File: src/rtl/cart_loader.sv
// cart_loader: streams a ColecoVision ROM image from the ioctl download port
// into cart RAM, measures the image, validates the header and derives the
// power-of-two mirror mask applied to the console's cartridge address bus.
//
// state   | meaning
// --------+-----------------------------------------------------------
// S_IDLE  | no cartridge loaded since reset
// S_LOAD  | download in progress, bytes forwarded to cart RAM
// S_FINISH| widening the mirror mask until it covers the image size
// S_READY | cartridge resident, mask/size/valid held
module cart_loader #(
  parameter int ADDR_W = 15,
  parameter int INDEX  = 1
) (
  input  logic              clk_sys,
  input  logic              reset,
  input  logic              ioctl_download,
  input  logic [7:0]        ioctl_index,
  input  logic              ioctl_wr,
  input  logic [24:0]       ioctl_addr,
  input  logic [7:0]        ioctl_dout,
  output logic              cart_we,
  output logic [ADDR_W-1:0] cart_wa,
  output logic [7:0]        cart_wd,
  input  logic [ADDR_W-1:0] cart_a_i,
  output logic [ADDR_W-1:0] cart_a_o,
  output logic [ADDR_W:0]   cart_size,
  output logic [ADDR_W-1:0] cart_mask,
  output logic              cart_busy,
  output logic              cart_valid,
  output logic              cart_err
);

  typedef enum logic [1:0] {S_IDLE, S_LOAD, S_FINISH, S_READY} state_t;

  localparam logic [5:0]        IDX  = 6'(INDEX);
  localparam logic [ADDR_W-1:0] ONES = '1;
  localparam logic [ADDR_W:0]   ONE  = (ADDR_W+1)'(1);
  localparam logic [ADDR_W:0]   TWO  = (ADDR_W+1)'(2);

  state_t              state_q, state_d;
  logic                dl_q;
  logic                we_q, we_d;
  logic [ADDR_W-1:0]   wa_q, wa_d;
  logic [7:0]          wd_q, wd_d;
  logic [ADDR_W:0]     count_q, count_d;
  logic [ADDR_W:0]     size_q, size_d;
  logic [ADDR_W-1:0]   mask_q, mask_d;
  logic [ADDR_W-1:0]   m_q, m_d;
  logic                valid_q, valid_d;
  logic                err_q, err_d;
  logic [7:0]          hdr0_q, hdr0_d;
  logic [7:0]          hdr1_q, hdr1_d;

  logic                start;
  logic                fall;
  logic                in_range;
  logic [ADDR_W:0]     addr_p1;
  logic [ADDR_W:0]     m_p1;
  logic                hdr_ok;
  logic                unused_idx;

  assign unused_idx = ^ioctl_index[7:6];

  assign start    = ioctl_download & ~dl_q & (ioctl_index[5:0] == IDX);
  assign fall     = ~ioctl_download & dl_q;
  assign in_range = (ioctl_addr[24:ADDR_W] == '0);
  assign addr_p1  = {1'b0, ioctl_addr[ADDR_W-1:0]} + ONE;
  assign m_p1     = {1'b0, m_q} + ONE;
  assign hdr_ok   = ((hdr0_q == 8'hAA) && (hdr1_q == 8'h55)) ||
                    ((hdr0_q == 8'h55) && (hdr1_q == 8'hAA));

  // Next-state and datapath updates; a start from any non-LOAD state wins.
  always_comb begin
    state_d = state_q;
    we_d    = 1'b0;
    wa_d    = wa_q;
    wd_d    = wd_q;
    count_d = count_q;
    size_d  = size_q;
    mask_d  = mask_q;
    m_d     = m_q;
    valid_d = valid_q;
    err_d   = err_q;
    hdr0_d  = hdr0_q;
    hdr1_d  = hdr1_q;

    case (state_q)
      S_LOAD: begin
        if (ioctl_wr) begin
          if (in_range) begin
            we_d = 1'b1;
            wa_d = ioctl_addr[ADDR_W-1:0];
            wd_d = ioctl_dout;
            if (addr_p1 > count_q) count_d = addr_p1;
            if (ioctl_addr[ADDR_W-1:0] == '0) hdr0_d = ioctl_dout;
            if (ioctl_addr[ADDR_W-1:0] == ONES'(1)) hdr1_d = ioctl_dout;
          end else begin
            err_d = 1'b1;
          end
        end
        // A byte arriving with the fall is already folded into count_d.
        if (fall) begin
          size_d  = count_d;
          m_d     = '0;
          state_d = S_FINISH;
        end
      end
      S_FINISH: begin
        if (m_p1 < size_q) begin
          m_d = {m_q[ADDR_W-2:0], 1'b1};
        end else begin
          mask_d  = m_q;
          valid_d = (size_q >= TWO) && hdr_ok;
          state_d = S_READY;
        end
      end
      default: ;
    endcase

    if (start && (state_q != S_LOAD)) begin
      state_d = S_LOAD;
      count_d = '0;
      err_d   = 1'b0;
      valid_d = 1'b0;
      hdr0_d  = '0;
      hdr1_d  = '0;
      mask_d  = ONES;
    end
  end

  // FSM state register.
  always_ff @(posedge clk_sys or posedge reset) begin
    if (reset) state_q <= S_IDLE;
    else       state_q <= state_d;
  end

  // Datapath registers. dl_q resets high so a download still active when
  // reset releases is not mistaken for a fresh start.
  always_ff @(posedge clk_sys or posedge reset) begin
    if (reset) begin
      dl_q    <= 1'b1;
      we_q    <= 1'b0;
      wa_q    <= '0;
      wd_q    <= '0;
      count_q <= '0;
      size_q  <= '0;
      mask_q  <= ONES;
      m_q     <= '0;
      valid_q <= 1'b0;
      err_q   <= 1'b0;
      hdr0_q  <= '0;
      hdr1_q  <= '0;
    end else begin
      dl_q    <= ioctl_download;
      we_q    <= we_d;
      wa_q    <= wa_d;
      wd_q    <= wd_d;
      count_q <= count_d;
      size_q  <= size_d;
      mask_q  <= mask_d;
      m_q     <= m_d;
      valid_q <= valid_d;
      err_q   <= err_d;
      hdr0_q  <= hdr0_d;
      hdr1_q  <= hdr1_d;
    end
  end

  assign cart_we    = we_q;
  assign cart_wa    = wa_q;
  assign cart_wd    = wd_q;
  assign cart_size  = size_q;
  assign cart_mask  = mask_q;
  assign cart_valid = valid_q;
  assign cart_err   = err_q;
  assign cart_busy  = (state_q == S_LOAD) || (state_q == S_FINISH);
  assign cart_a_o   = cart_a_i & mask_q;

endmodule

File: config.mk
export PLATFORM = sky130hd
export DESIGN_NAME = cart_loader
export DESIGN_NICKNAME = d
export VERILOG_FILES = /design/src/rtl/cart_loader.sv
export SDC_FILE = /design/constraint.sdc
export NUM_CORES = 1
export LEC_CHECK = 0
export ABC_AREA = 1
export BUFFER_PORTS_ARGS = -buffer_cell sky130_fd_sc_hd__buf_4
export CORE_MARGIN = 4
export CORE_UTILIZATION = 55
export CTS_CLUSTER_SIZE = 16
export DETAILED_ROUTE_END_ITERATION = 8
export GPL_TIMING_DRIVEN = 0
export PLACE_DENSITY = 0.8
export SLEW_MARGIN = 20
export SYNTH_ARGS = -nofsm -noshare
export SYNTH_HDL_FRONTEND = slang
export SYNTH_SLANG_ARGS = --single-unit
File: constraint.sdc
create_clock -name clk_sys -period 4.1 [get_ports clk_sys]
set_input_delay 0.41 -clock clk_sys [delete_from_list [all_inputs] [get_ports clk_sys]]
set_output_delay 0.41 -clock clk_sys [all_outputs]
set_load 0.01 [all_outputs]
==> summary.txt <==
status - complete, no violations
vias in the first global route - 5255
Setup Crit Path Kind - reg -> reg
sequential fraction of the synthesis area - 43.04%
Synth Area per Inst - 7.893 sq um
Initial DRC Count - 282
row cnt - 38
Max Root-Sink Buffers - 2
Setup Buffers After CTS - 0
Slew @ Worst Pin - 0.5413 ns
Synth Net Count - 891
fin cells - 1081
Hold Buf Count CTS - 0
number of synthesized flops with an enable pin - 0
synthesis-to-layout area growth - 24.08%
CP startpoint kind - flop
Die Area - 13170 sq um
detailed-route DRC error count - 0
Crit. End Element - flop
initial antenna violation count - 0
post-layout net count - 1033
Final Hold Vio Count - 0
I/O Buffers - 130
Post-Synthesis Cells - 794
worst hold path class - in -> async
largest net degree at the start of global routing - 77
core area - 10980 sq um
first-pass GRT wire length - 24.74 mm
final setup vio count - 0
Total GRT Usage - 22.83%
DP Area - 7451 sq um
WL per Instance - 13.45 um
drt via density - 5.150
cell area after synthesis - 6267 sq um
count of warnings emitted by yosys - 0
CTS tree - yes
Seq cells post-synth - 107
RSZ-0062 raised after global routing - false
arrival time at the worst endpoint - 3.60 ns
Placed Cells incl. Taps - 1065
peak supply drop - 0.0002382 V
Final GP Congestion - 0.8646
die width - 114.7 um
post-layout minimum cycle time - 3.324 ns
Initial Utilization - 57.06%
Final Slew Violations - 0
post-route clock period utilization - 81.08%
post-synthesis mux area share - 0%
pwr dens - 396.0 nW/um^2
Post-synth ARST share - 100.0%
ant diodes - 0
die height - 114.7 um
largest family of logic cells by synthesized area - simple AND/OR/NAND/NOR gates
Main synth FF type - dfrtp_1
CP required - 4.37 ns
later-pin clock latency in the skew report - 0.35 ns
H-tree Lvls - 3
Max Cap Viol - 0
total grt overflow - 0
Yosys cell types - 35
Design Area, Final - 7776 sq um
adder-cell share of the synthesized area - 7.387%
CTS sink count - 107
Simple-Gate Fraction of Synth Area - 29.01%
clock buffer count from CTS - 9
Leak - 4.094 nW
IO Pins - 133
Post-DRT Antenna Nets - 0
via count - 5567
Worst slew margin - 63.91%
DRT Wirelength - 14.54 mm
CTS Root Buffer Type - clkbuf_16
Clock Skew - 0.008180 ns
Compound-Gate Fraction of Synth Area - 8.405%
CTS resizes - 0
share of cells above drive strength 1 - 24.55%
clk slew on worst S/H paths - 0.07 ns
worst-path maximum fanout - 10
DRT Pass-1 Iters - 4
detailed placer's ending HPWL - 11.21 mm
Synth Area in XOR/XNOR - 3.753%
maximum clock frequency - 300.8 MHz
==> critical path: stages, from the launching register on <==
cell,delay [ns]
dfrtp_1,0.40
ha_1,0.20
nand2_1,0.06
nor2_1,0.15
nand3_1,0.14
nor2_1,0.14
nand2_1,0.11
nor3_2,0.21
nand3_1,0.13
xor2_1,0.18
ha_1,0.27
nand2_1,0.06
nor4_1,0.27
nand2_1,0.13
nand2_1,0.07
nand2_1,0.10
nand2_1,0.19
buf_2,0.27
nand2_1,0.08
o21ai_1,0.08
==> cell families after synthesis <==
logic type,count (synthesis)
xor+xnor,26
fa+ha+maj,37
simple gates,390
compound gates,102
flops,107
buf+inv,132
==> registers in the layout, summed over array words and instances, names as in the netlist, 2 cells and up <==
register / flops
cart_wa: 15
state_q: 2
hdr0_q: 8
cart_size: 16
count_q: 16
hdr1_q: 8
cart_wd: 8
m_q: 15
cart_mask: 15
==> layout by cell type, fill, tap and decap left out, types with 7 or more instances in the layout <==
cell type,synthesis,routed
o21ai_1,36,36
nand3_1,43,43
buf_4,1,131
dfrtp_1,91,91
nor3_1,9,9
dfstp_2,16,16
nand3_2,11,11
nand4_1,7,7
xor2_1,25,25
nor4_1,12,12
inv_2,7,7
a21oi_1,33,33
buf_2,10,10
ha_1,37,37
nand2_2,20,20
o21ai_0,30,30
clkbuf_1,8,9
nand2_1,254,254
inv_1,102,101
clkbuf_16,0,9
nor2_1,16,16
==> power by group <==
group          leakage [nW]  total [W]  switching, W  internal [W]
Clock                 0.161   0.000952      0.000396      0.000556
Sequential             1.43    0.00120     0.0000564       0.00114
Combinational          2.51   0.000927      0.000608      0.000319
Total                  4.09    0.00308       0.00106       0.00202
==> area by class of cell <==
cell class,count,area (sq um)
fill,887,3207
multi-input combinational,555,3043
sequential,107,2698
timing repair buffer,131,1003
inverter,109,414.1
clock buffer,11,242.7
tap,140,175.2
buffer,23,117.6
clock inverter,5,82.58
==> worst paths after layout <==
kind,startpoint,endpoint,slack (ns),cells past startpoint
worst max-delay path,m_q[0],m_q[1],0.78,19
worst min-delay path,reset,m_q[12],0.03,2
worst max register to register,m_q[0],m_q[1],0.78,19
worst min register to register,cart_wd[5],cart_wd[5],0.47,2
max in group asynchronous,reset,dl_q,3.41,3
min in group clk_sys,ioctl_download,dl_q,0.18,1
==> stage by stage <==
step	util, %	hold WS (ns)	total power (W)	TNS, ns	worst slack, ns
5_1_grt	70.80	0.04619	0.003271	0	0.4304
6_report	70.80	0.03306	0.003079	0	0.7756
3_3_place_gp	67.54	0.4553	0.002117	-31.45	-0.3515
2_1_floorplan	-	0.4145	0.001807	0	0.8992
3_5_place_dp	67.84	0.4019	0.002146	0	0.8484
4_1_cts	70.80	0.02951	0.003105	0	0.8214
==> layer usage <==
layer | track usage (%) | part of all wire (%)
met3 | 3.684 | 4.3
met1 | 31.28 | 45
met2 | 38.22 | 49
met4 | 5.634 | 1.3
met5 | 0 | 0
==> cells in the mapped netlist (3+ instances only) <==
cell | number | share of area (%)
nand3_1 | 43 | 3.4
dfrtp_1 | 91 | 36
dfstp_2 | 16 | 6.7
inv_1 | 102 | 6.1
inv_2 | 7 | 0.42
o21ai_0 | 30 | 2.4
nor2_2 | 3 | 0.30
o21ai_1 | 36 | 2.9
nor2_1 | 16 | 0.96
nor3_2 | 3 | 0.48
nand3_2 | 11 | 1.8
nor4_1 | 12 | 1.2
nor3_1 | 9 | 0.72
nor2_4 | 3 | 0.54
nand4_1 | 7 | 0.70
clkbuf_1 | 8 | 0.48
buf_2 | 10 | 0.80
nand2_2 | 20 | 2.0
nand2_1 | 254 | 15
xor2_1 | 25 | 3.5
a21oi_1 | 33 | 2.6
ha_1 | 37 | 7.4
(Power assumes the default switching activity.)
